$ cat src/rtl/minesweeper_pkg.sv
// Shared minesweeper definitions: tile codes, grid defaults, register-29 field
// layout and the tile-write queue entry.
package minesweeper_pkg;

    localparam logic [3:0] TILE_MINE   = 4'd9;
    localparam logic [3:0] TILE_FLAG   = 4'd10;
    localparam logic [3:0] TILE_HIDDEN = 4'd11;

    localparam int DEFAULT_GRID_COLS = 16;
    localparam int DEFAULT_GRID_ROWS = 16;

    // blockID register layout
    localparam int BID_TOGGLE_BIT = 31;
    localparam int BID_CODE_LSB   = 8;
    localparam int BID_ROW_LSB    = 4;
    localparam int BID_COL_LSB    = 0;
    localparam int BID_FIELD_W    = 4;

    typedef struct packed {
        logic [7:0] addr;
        logic [3:0] code;
    } tile_entry_t;

    typedef enum logic {
        WR_IDLE = 1'b0,
        WR_REQ  = 1'b1
    } wr_state_e;

endpackage

$ cat src/rtl/blockid_fifo.sv
// Synchronous FIFO of tile-write entries; pointers carry one extra wrap bit so
// full and empty are distinguished without a separate count.
module blockid_fifo
    import minesweeper_pkg::*;
#(
    parameter int DEPTH = 4
) (
    input  logic        clock,
    input  logic        ctrl_reset,
    input  logic        push,
    input  logic        pop,
    input  tile_entry_t wrData,
    output tile_entry_t rdData,
    output logic        full,
    output logic        empty
);

    localparam int AW = $clog2(DEPTH);

    logic [AW:0] wrPtr;
    logic [AW:0] rdPtr;
    tile_entry_t mem [DEPTH];

    always_ff @(posedge clock or posedge ctrl_reset) begin
        if (ctrl_reset) begin
            wrPtr <= '0;
            rdPtr <= '0;
        end else begin
            if (push) wrPtr <= wrPtr + 1'b1;
            if (pop)  rdPtr <= rdPtr + 1'b1;
        end
    end

    // Storage needs no reset; only the pointers define what is valid.
    always_ff @(posedge clock) begin
        if (push) mem[wrPtr[AW-1:0]] <= wrData;
    end

    assign rdData = mem[rdPtr[AW-1:0]];
    assign empty  = (wrPtr == rdPtr);
    assign full   = (wrPtr[AW] != rdPtr[AW]) && (wrPtr[AW-1:0] == rdPtr[AW-1:0]);

endmodule

$ cat src/rtl/blockid_tile_writer.sv
// Detects new tile commands posted to register 29, queues them and writes each
// to tile memory over req/ack. Optional drop counter: BLOCKID_DROP_CNT_EN.
module blockid_tile_writer
    import minesweeper_pkg::*;
#(
    parameter int GRID_COLS  = DEFAULT_GRID_COLS,
    parameter int GRID_ROWS  = DEFAULT_GRID_ROWS,
    parameter int FIFO_DEPTH = 4
) (
    input  logic        clock,
    input  logic        ctrl_reset,
    input  logic [31:0] blockID_data,
    output logic        tile_req,
    output logic [7:0]  tile_addr,
    output logic [3:0]  tile_code,
    input  logic        tile_ack,
    output logic        fifo_full,
    output logic        range_err,
`ifdef BLOCKID_DROP_CNT_EN
    output logic [7:0]  drop_count,
`endif
    output wr_state_e   dbgState
);

    logic                   lastToggle;
    logic                   cmdToggle;
    logic [BID_FIELD_W-1:0] cmdCode;
    logic [BID_FIELD_W-1:0] cmdRow;
    logic [BID_FIELD_W-1:0] cmdCol;
    logic                   newCmd;
    logic                   inRange;
    logic [7:0]             cmdAddr;
    logic                   pushFifo;
    logic                   popFifo;
    logic                   fifoFull;
    logic                   fifoEmpty;
    tile_entry_t            wrEntry;
    tile_entry_t            headEntry;
    wr_state_e              state;
    logic                   unusedBits;

    assign cmdToggle  = blockID_data[BID_TOGGLE_BIT];
    assign cmdCode    = blockID_data[BID_CODE_LSB +: BID_FIELD_W];
    assign cmdRow     = blockID_data[BID_ROW_LSB +: BID_FIELD_W];
    assign cmdCol     = blockID_data[BID_COL_LSB +: BID_FIELD_W];
    assign unusedBits = ^blockID_data[30:12];

    assign newCmd  = (cmdToggle != lastToggle);
    assign inRange = (int'(cmdRow) < GRID_ROWS) && (int'(cmdCol) < GRID_COLS);
    assign cmdAddr = 8'(int'(cmdRow) * GRID_COLS + int'(cmdCol));
    assign wrEntry = '{addr: cmdAddr, code: cmdCode};

    // A full queue still accepts a command on the edge that also pops the head.
    assign popFifo  = (state == WR_IDLE) && !fifoEmpty;
    assign pushFifo = newCmd && inRange && (!fifoFull || popFifo);

    blockid_fifo #(
        .DEPTH(FIFO_DEPTH)
    ) u_fifo (
        .clock     (clock),
        .ctrl_reset(ctrl_reset),
        .push      (pushFifo),
        .pop       (popFifo),
        .wrData    (wrEntry),
        .rdData    (headEntry),
        .full      (fifoFull),
        .empty     (fifoEmpty)
    );

    // Toggle is sampled every cycle, so dropped and rejected commands are never retried.
    always_ff @(posedge clock or posedge ctrl_reset) begin
        if (ctrl_reset) begin
            lastToggle <= 1'b0;
            range_err  <= 1'b0;
        end else begin
            lastToggle <= cmdToggle;
            if (newCmd && !inRange) range_err <= 1'b1;
        end
    end

    // Handshake: tile_req rises with addr/code loaded and all three hold until
    // tile_ack is seen high at a posedge; req then stays low for at least one
    // cycle before the next write. tile_ack outside a request is ignored.
    always_ff @(posedge clock or posedge ctrl_reset) begin
        if (ctrl_reset) begin
            state     <= WR_IDLE;
            tile_req  <= 1'b0;
            tile_addr <= '0;
            tile_code <= '0;
        end else begin
            case (state)
                WR_IDLE: begin
                    if (!fifoEmpty) begin
                        tile_addr <= headEntry.addr;
                        tile_code <= headEntry.code;
                        tile_req  <= 1'b1;
                        state     <= WR_REQ;
                    end
                end
                WR_REQ: begin
                    if (tile_ack) begin
                        tile_req <= 1'b0;
                        state    <= WR_IDLE;
                    end
                end
                default: state <= WR_IDLE;
            endcase
        end
    end

`ifdef BLOCKID_DROP_CNT_EN
    logic dropCmd;
    assign dropCmd = newCmd && inRange && fifoFull && !popFifo;

    always_ff @(posedge clock or posedge ctrl_reset) begin
        if (ctrl_reset) begin
            drop_count <= '0;
        end else if (dropCmd && (drop_count != 8'hFF)) begin
            drop_count <= drop_count + 8'd1;
        end
    end
`endif

    assign fifo_full = fifoFull;
    assign dbgState  = state;

endmodule

$ cat config.mk
export PLATFORM = sky130hd
export DESIGN_NAME = blockid_tile_writer
export DESIGN_NICKNAME = d
export VERILOG_FILES = /design/src/rtl/minesweeper_pkg.sv /design/src/rtl/blockid_fifo.sv /design/src/rtl/blockid_tile_writer.sv
export SDC_FILE = /design/constraint.sdc
export NUM_CORES = 1
export LEC_CHECK = 0
export CAP_MARGIN = 20
export CORE_AREA = 8 8 75 77
export CTS_BUF_LIST = sky130_fd_sc_hd__clkbuf_8
export DETAILED_ROUTE_END_ITERATION = 12
export DIE_AREA = 0 0 83 85
export DONT_BUFFER_PORTS = 1
export PLACE_DENSITY = 0.77
export SYNTH_ARGS = -nofsm -noshare
export SYNTH_HDL_FRONTEND = slang
export SYNTH_SLANG_ARGS = --single-unit
$ cat constraint.sdc
create_clock -name clock -period 2.18 [get_ports clock]
set_input_delay 0.436 -clock clock [delete_from_list [all_inputs] [get_ports clock]]
set_output_delay 0.436 -clock clock [all_outputs]
set_load 0.03 [all_outputs]
==> results.toml, run 1 <==
[worst_setup_path]
cp-start-kind = "flip-flop"
rr_startpoint = "u_fifo.rdPtr[2]"
r2r_end = "u_fifo.mem[0][4]"
worstSetupEndpointType = "output pin"
r2r_cells = 4
reg2reg_slack_ns = 0.43
cp.required_ns = 1.74
crit_type = "reg2out"
crit_fanout = 4
critPathArrivalTime_ns = 1.50

[logic_synthesis]
ys_seq_area_frac = 0.715
syn_inst = 133
yosys.cell_types.count = 28
syn_area_per_cell_sq_um = 20.7
ys_ff_latch = 69
yosys_warnings = 0
syn_nets = 173
synth.cell_area_sq_um = 2750

[sta]
max_freq_mhz = 517
setup_viol = 0
hold_ws_ns = 0.136
rsz0062_at_grt = "no"
fin_worst_skew_ns = 0.00653
relSlewSlack = 0.455
finalCritPeriodShare = 0.887
tightest_slew_ns = 0.816
report.final.slew_viol_count = 0
fin_setup_tns_ns = 0
min_period_ns = 1.93
final-hold-violation-count = 0

[routing]
met1Wirelength_um = 1730
vias = 1201
drtIter0Drc = 78
dr.max_layer_used = "met4"
via_per_inst = 5.72
ant_nets = 0
routed_wl_um = 4260
dr_wl_met2_um = 2110
dr_wl_met3_um = 344
drc = 0
firstDrtPassIters = 4
wl_per_cell_um = 20.3

[clocking]
cts_tree = "built"
clk-insertion-delay-late_ns = 0.33
htree_levels = 3
clock-sinks = 69
cts_max_path_buffers = 2
cts-root-buf = "clkbuf_8"
ctsResizeCount = 0
ctsHoldBuffers = 0
cts_buffers = 9
clk_pin_slew_ns = 0.06
cts_setup_buffers = 0

[layout]
finalInstanceArea_sq_um = 3020
area_delta_synth_final_pct = 9.64
antennaDiodeCount = 0
drive_gt1_frac = 0.333
fillers = 298
final_nets = 191

[global_route]
grt_max_degree = 22
grt_pass1_wl_um = 6820
antenna_found_initial = 0
overflow = 0
grt_usage = 0.129
grt_pass1_vias = 1329

[die]
dieArea_sq_um = 7060
die_h_um = 85
initial_core_util = 0.607
core_area_sq_um = 4540
io_pins = 51
rows = 25
die_w_um = 83

[place]
placed_cell_area_sq_um = 2870
dp_hpwl_um = 2960
gp_congestion = 0.740
io_buffer_count = 0

[worst_hold_path]
hold-path-cell-count = 0
min_path_type = "in2reg"
min_to = "lastToggle"
hold_path_startpoint = "blockID_data[31]"

[power_and_ir_drop]
power_per_cell_area_nw_per_um2 = 1560
ir_drop_v = 0.000777
total_power_mw = 4.71
leakagePower_nw = 1.14

[job]
cap_violations = 0

[status]
status = "completed"
-- critical path, stage by stage (launching register included) --
cell and delay, ns:
dfrtp_1 0.43, xnor2_2 0.30, nand2_1 0.14, nor2_1 0.13, buf_4 0.17
-- through the flow --
step / setup WS (ns) / instances / util
3_3_place_gp: 0.516 / 194 / 0.632
5_1_grt: 0.166 / 210 / 0.665
2_1_floorplan: 0.425 / 133 / -
6_report: 0.247 / 210 / 0.665
4_1_cts: 0.223 / 210 / 0.665
3_5_place_dp: 0.431 / 194 / 0.632
-- final cells by class --
cell class | instances | area (sq um) | area share
flip-flops and latches | 69 | 1970 | 0.652
well taps | 54 | 67.6 | 0.0224
repair buffers | 12 | 90.1 | 0.0299
clock buffers | 9 | 124 | 0.0410
clock inverters | 7 | 26.3 | 0.00871
inverters | 3 | 11.3 | 0.00373
multi-input cells | 56 | 732 | 0.243
-- Yosys cell counts --
| cell type | count | area (sq um) |
|---|---|---|
| and2_4 | 1 | 8.76 |
| xnor2_2 | 3 | 48.8 |
| and2_1 | 3 | 18.8 |
| inv_1 | 3 | 11.3 |
| mux4_2 | 11 | 248 |
| conb_1 | 1 | 3.75 |
| nand2_1 | 2 | 7.51 |
| buf_4 | 1 | 7.51 |
| o21ai_0 | 1 | 5.00 |
| mux2_4 | 8 | 120 |
| edfxtp_1 | 48 | 1440 |
| a31oi_4 | 1 | 21.3 |
| buf_8 | 1 | 15.0 |
| nor2_1 | 1 | 3.75 |
| clkbuf_1 | 1 | 3.75 |
| xor2_1 | 3 | 26.3 |
| nand2b_1 | 1 | 6.26 |
| mux2_2 | 5 | 56.3 |
| a41oi_2 | 1 | 16.3 |
| xnor2_1 | 3 | 26.3 |
| a21oi_1 | 2 | 10.0 |
| mux4_1 | 1 | 26.3 |
| ha_1 | 5 | 62.6 |
| nand2_2 | 1 | 6.26 |
| buf_6 | 1 | 11.3 |
| dfrtp_1 | 21 | 526 |
| buf_2 | 1 | 5.00 |
| nor3_1 | 2 | 10.0 |
-- where the power goes --
part           leakage (nW)  switching (mW)  internal, mW  total [mW]
Clock                0.0982           0.411         0.384       0.795
Combinational         0.357           0.716         0.857        1.57
Sequential            0.686           0.509          1.83        2.34
-- kinds of logic (layout without fill, tap and decap cells) --
group	count (synthesis)	in the layout	share of synthesized area
other	1	1	0.00136
multiplexers	25	25	0.164
AO/OA/AOI/OAI	5	5	0.0191
XOR/XNOR	9	9	0.0368
flip-flops	69	69	0.715
AND/OR/NAND/NOR	11	11	0.0223
buffers and inverters	8	31	0.0195
adder cells (fa/ha/maj)	5	5	0.0227
-- layer usage --
layer	track usage	up-vias
met3	0.0603	10
met1	0.138	620
li1	-	539
met2	0.204	32
met5	0	-
met4	0.0767	0
-- placed cells by master, fill, tap and decap left out, drive strengths merged --
cell,n
a41oi,1
inv,9
nand2b,1
nor2,1
and2,4
ha,5
nor3,2
a31oi,1
clkbuf,9
xnor2,6
edfxtp,48
mux4,12
dfrtp,21
a21oi,2
nand2,3
xor2,3
conb,1
mux2,13
clkinv,1
buf,12
o21ai,1
-- flip-flops by register name, indices dropped and copies added (netlist names) --
| name | cells |
|---|---|
| u_fifo.rdPtr | 3 |
| lastToggle | 1 |
| tile_addr | 8 |
| u_fifo.mem | 48 |
| tile_req | 1 |
| u_fifo.wrPtr | 3 |
| tile_code | 4 |
| dbgState | 1 |
-- worst max path at each step --
stage / start / endpoint / slack, ns / depth (start not counted)
global placement: u_fifo.rdPtr[2] / u_fifo.mem[0][7] / 0.52 / 4
floorplan: u_fifo.rdPtr[0] / u_fifo.mem[0][0] / 0.43 / 4
global route: u_fifo.wrPtr[0] / fifo_full / 0.17 / 4
finish: u_fifo.wrPtr[0] / fifo_full / 0.25 / 4
detailed placement: u_fifo.rdPtr[2] / u_fifo.mem[2][8] / 0.43 / 4
CTS: u_fifo.wrPtr[0] / fifo_full / 0.22 / 4
(Power assumes the default switching activity.)
==> run 2: changes to the inputs <==
Settings changed: CAP_MARGIN 20 to unset, CORE_AREA 8 8 75 77 to 8 8 92 94, DIE_AREA 0 0 83 85 to 0 0 100 102, PLACE_DENSITY 0.77 to 0.53.
==> results.toml, run 2 (synthesis gave the netlist of run 1 again) <==
[status]
status = "completed"

[global_route]
grt_usage = 0.101
overflow = 0
antenna_found_initial = 0
grt.busiest_layer = "met2"
gr-usage-met1 = 0.106
grtUsageMet3 = 0.0572
gr-usage-met2 = 0.166
grt_pass1_vias = 1343
grt_pass1_wl_um = 7350
grt_max_degree = 16

[clocking]
ctsHoldBuffers = 1
cts-root-buf = "clkbuf_8"
clk_pin_slew_ns = 0.07
cts_buffers = 9
ctsResizeCount = 0
htree_levels = 3
cts_setup_buffers = 0
cts_max_path_buffers = 2
clock-sinks = 69
cts_tree = "built"
clk-insertion-delay-late_ns = 0.33

[layout]
drive_gt1_frac = 0.363
final_common_cell = "edfxtp_1"
largest_reg_flops = 48
layout_common_cells = "edfxtp_1 (48), dfrtp_1 (21), buf_4 (12)"
fillers = 644
area_delta_synth_final_pct = 13.5
final_cells = 256
multi_input_area_sq_um = 732
regArea_sq_um = 1970
final_nets = 192
antennaDiodeCount = 0

[worst_setup_path]
critPathArrivalTime_ns = 1.55
r2r_cells = 4
worstSetupEndpointType = "output pin"
crit_type = "reg2out"
cp-start-kind = "flip-flop"
reg2reg_slack_ns = 0.38
cp.required_ns = 1.74
crit_fanout = 5
r2r_end = "u_fifo.mem[0][5]"
rr_startpoint = "u_fifo.rdPtr[0]"

[sta]
finalCritPeriodShare = 0.911
fin_setup_tns_ns = 0
fin_worst_skew_ns = 0.00976
final-hold-violation-count = 0
setup_viol = 0
min_period_ns = 1.99
rsz0062_at_grt = "no"
report.final.slew_viol_count = 0
max_freq_mhz = 503

[power_and_ir_drop]
netSwitchingFraction = 0.346
total_power_mw = 4.89
switching_power_mw = 1.69
intPower_mw = 3.20
ir_drop_v = 0.000513
p_comb_frac = 0.320
power_per_cell_area_nw_per_um2 = 1560
leakagePower_nw = 1.15
p_seq_frac = 0.481
clock_power_share = 0.199

[routing]
drtIter0Drc = 50
via_per_inst = 4.72
firstDrtPassIters = 4
routed_wl_um = 4570
drc = 0
wl_per_cell_um = 17.8
vias = 1209
ant_nets = 0

[worst_hold_path]
min_to = "lastToggle"
hold-path-cell-count = 0
hold_path_startpoint = "blockID_data[31]"
min_path_type = "in2reg"

[place]
io_buffer_count = 0
dp.cells = 239
gp_congestion = 0.720
dp_hpwl_um = 3180

[die]
io_pins = 51
dieArea_sq_um = 10200
die_h_um = 102
rows = 31
die_w_um = 100
initial_core_util = 0.390
core_area_sq_um = 7060

[job]
cap_violations = 0
## run 2: how the worst max path moves through the flow
stage | slack, ns | to | from | cells past startpoint
final | 0.19 | fifo_full | u_fifo.rdPtr[0] | 4
after global placement | 0.42 | tile_addr[3] | u_fifo.rdPtr[0] | 3
after floorplan | 0.43 | u_fifo.mem[0][0] | u_fifo.rdPtr[0] | 4
after detailed placement | 0.39 | u_fifo.mem[0][6] | u_fifo.rdPtr[0] | 4
after global routing | 0.11 | fifo_full | u_fifo.rdPtr[0] | 4
after CTS | 0.16 | fifo_full | u_fifo.rdPtr[0] | 4
## run 2: worst max-delay path, stage by stage (launching register included)
cell and delay, ns:
dfrtp_1 0.47, xnor2_2 0.30, nand2_1 0.15, nor2_1 0.13
buf_4 0.17
## run 2: cell type report
class / instances / area share
inverters: 3 / 0.00360
well taps: 99 / 0.0396
multi-input cells: 56 / 0.234
repair buffers: 13 / 0.0320
clock buffers: 9 / 0.0396
flip-flops and latches: 69 / 0.629
clock inverters: 7 / 0.0216
## run 2: power groups by stage
| stage | Sequential, mW | Clock (mW) | Combinational, mW |
|---|---|---|---|
| floorplan | 2.30 | 0 | 1.28 |
| global placement | 2.37 | 0 | 1.55 |
| detailed placement | 2.40 | 0 | 1.59 |
| CTS | 2.37 | 1.01 | 1.60 |
| global route | 2.41 | 1.06 | 1.71 |
| finish | 2.35 | 0.974 | 1.56 |
## run 2: metrics by stage
| stage | hold slack [ns] | instance area [sq um] | utilization | setup slack [ns] |
|---|---|---|---|---|
| CTS | 0.104 | 3130 | 0.443 | 0.160 |
| global route | 0.0915 | 3130 | 0.443 | 0.111 |
| finish | 0.130 | 3130 | 0.443 | 0.194 |
| detailed placement | 0.287 | 2920 | 0.414 | 0.386 |
| global placement | 0.277 | 2920 | 0.414 | 0.421 |
| floorplan | 0.413 | 2750 | - | 0.425 |
## run 2: layer usage
layer,vias up,part of all wire
li1,546,-
met1,633,0.41
met2,28,0.51
met3,2,0.076
met4,0,0.0048
met5,-,0
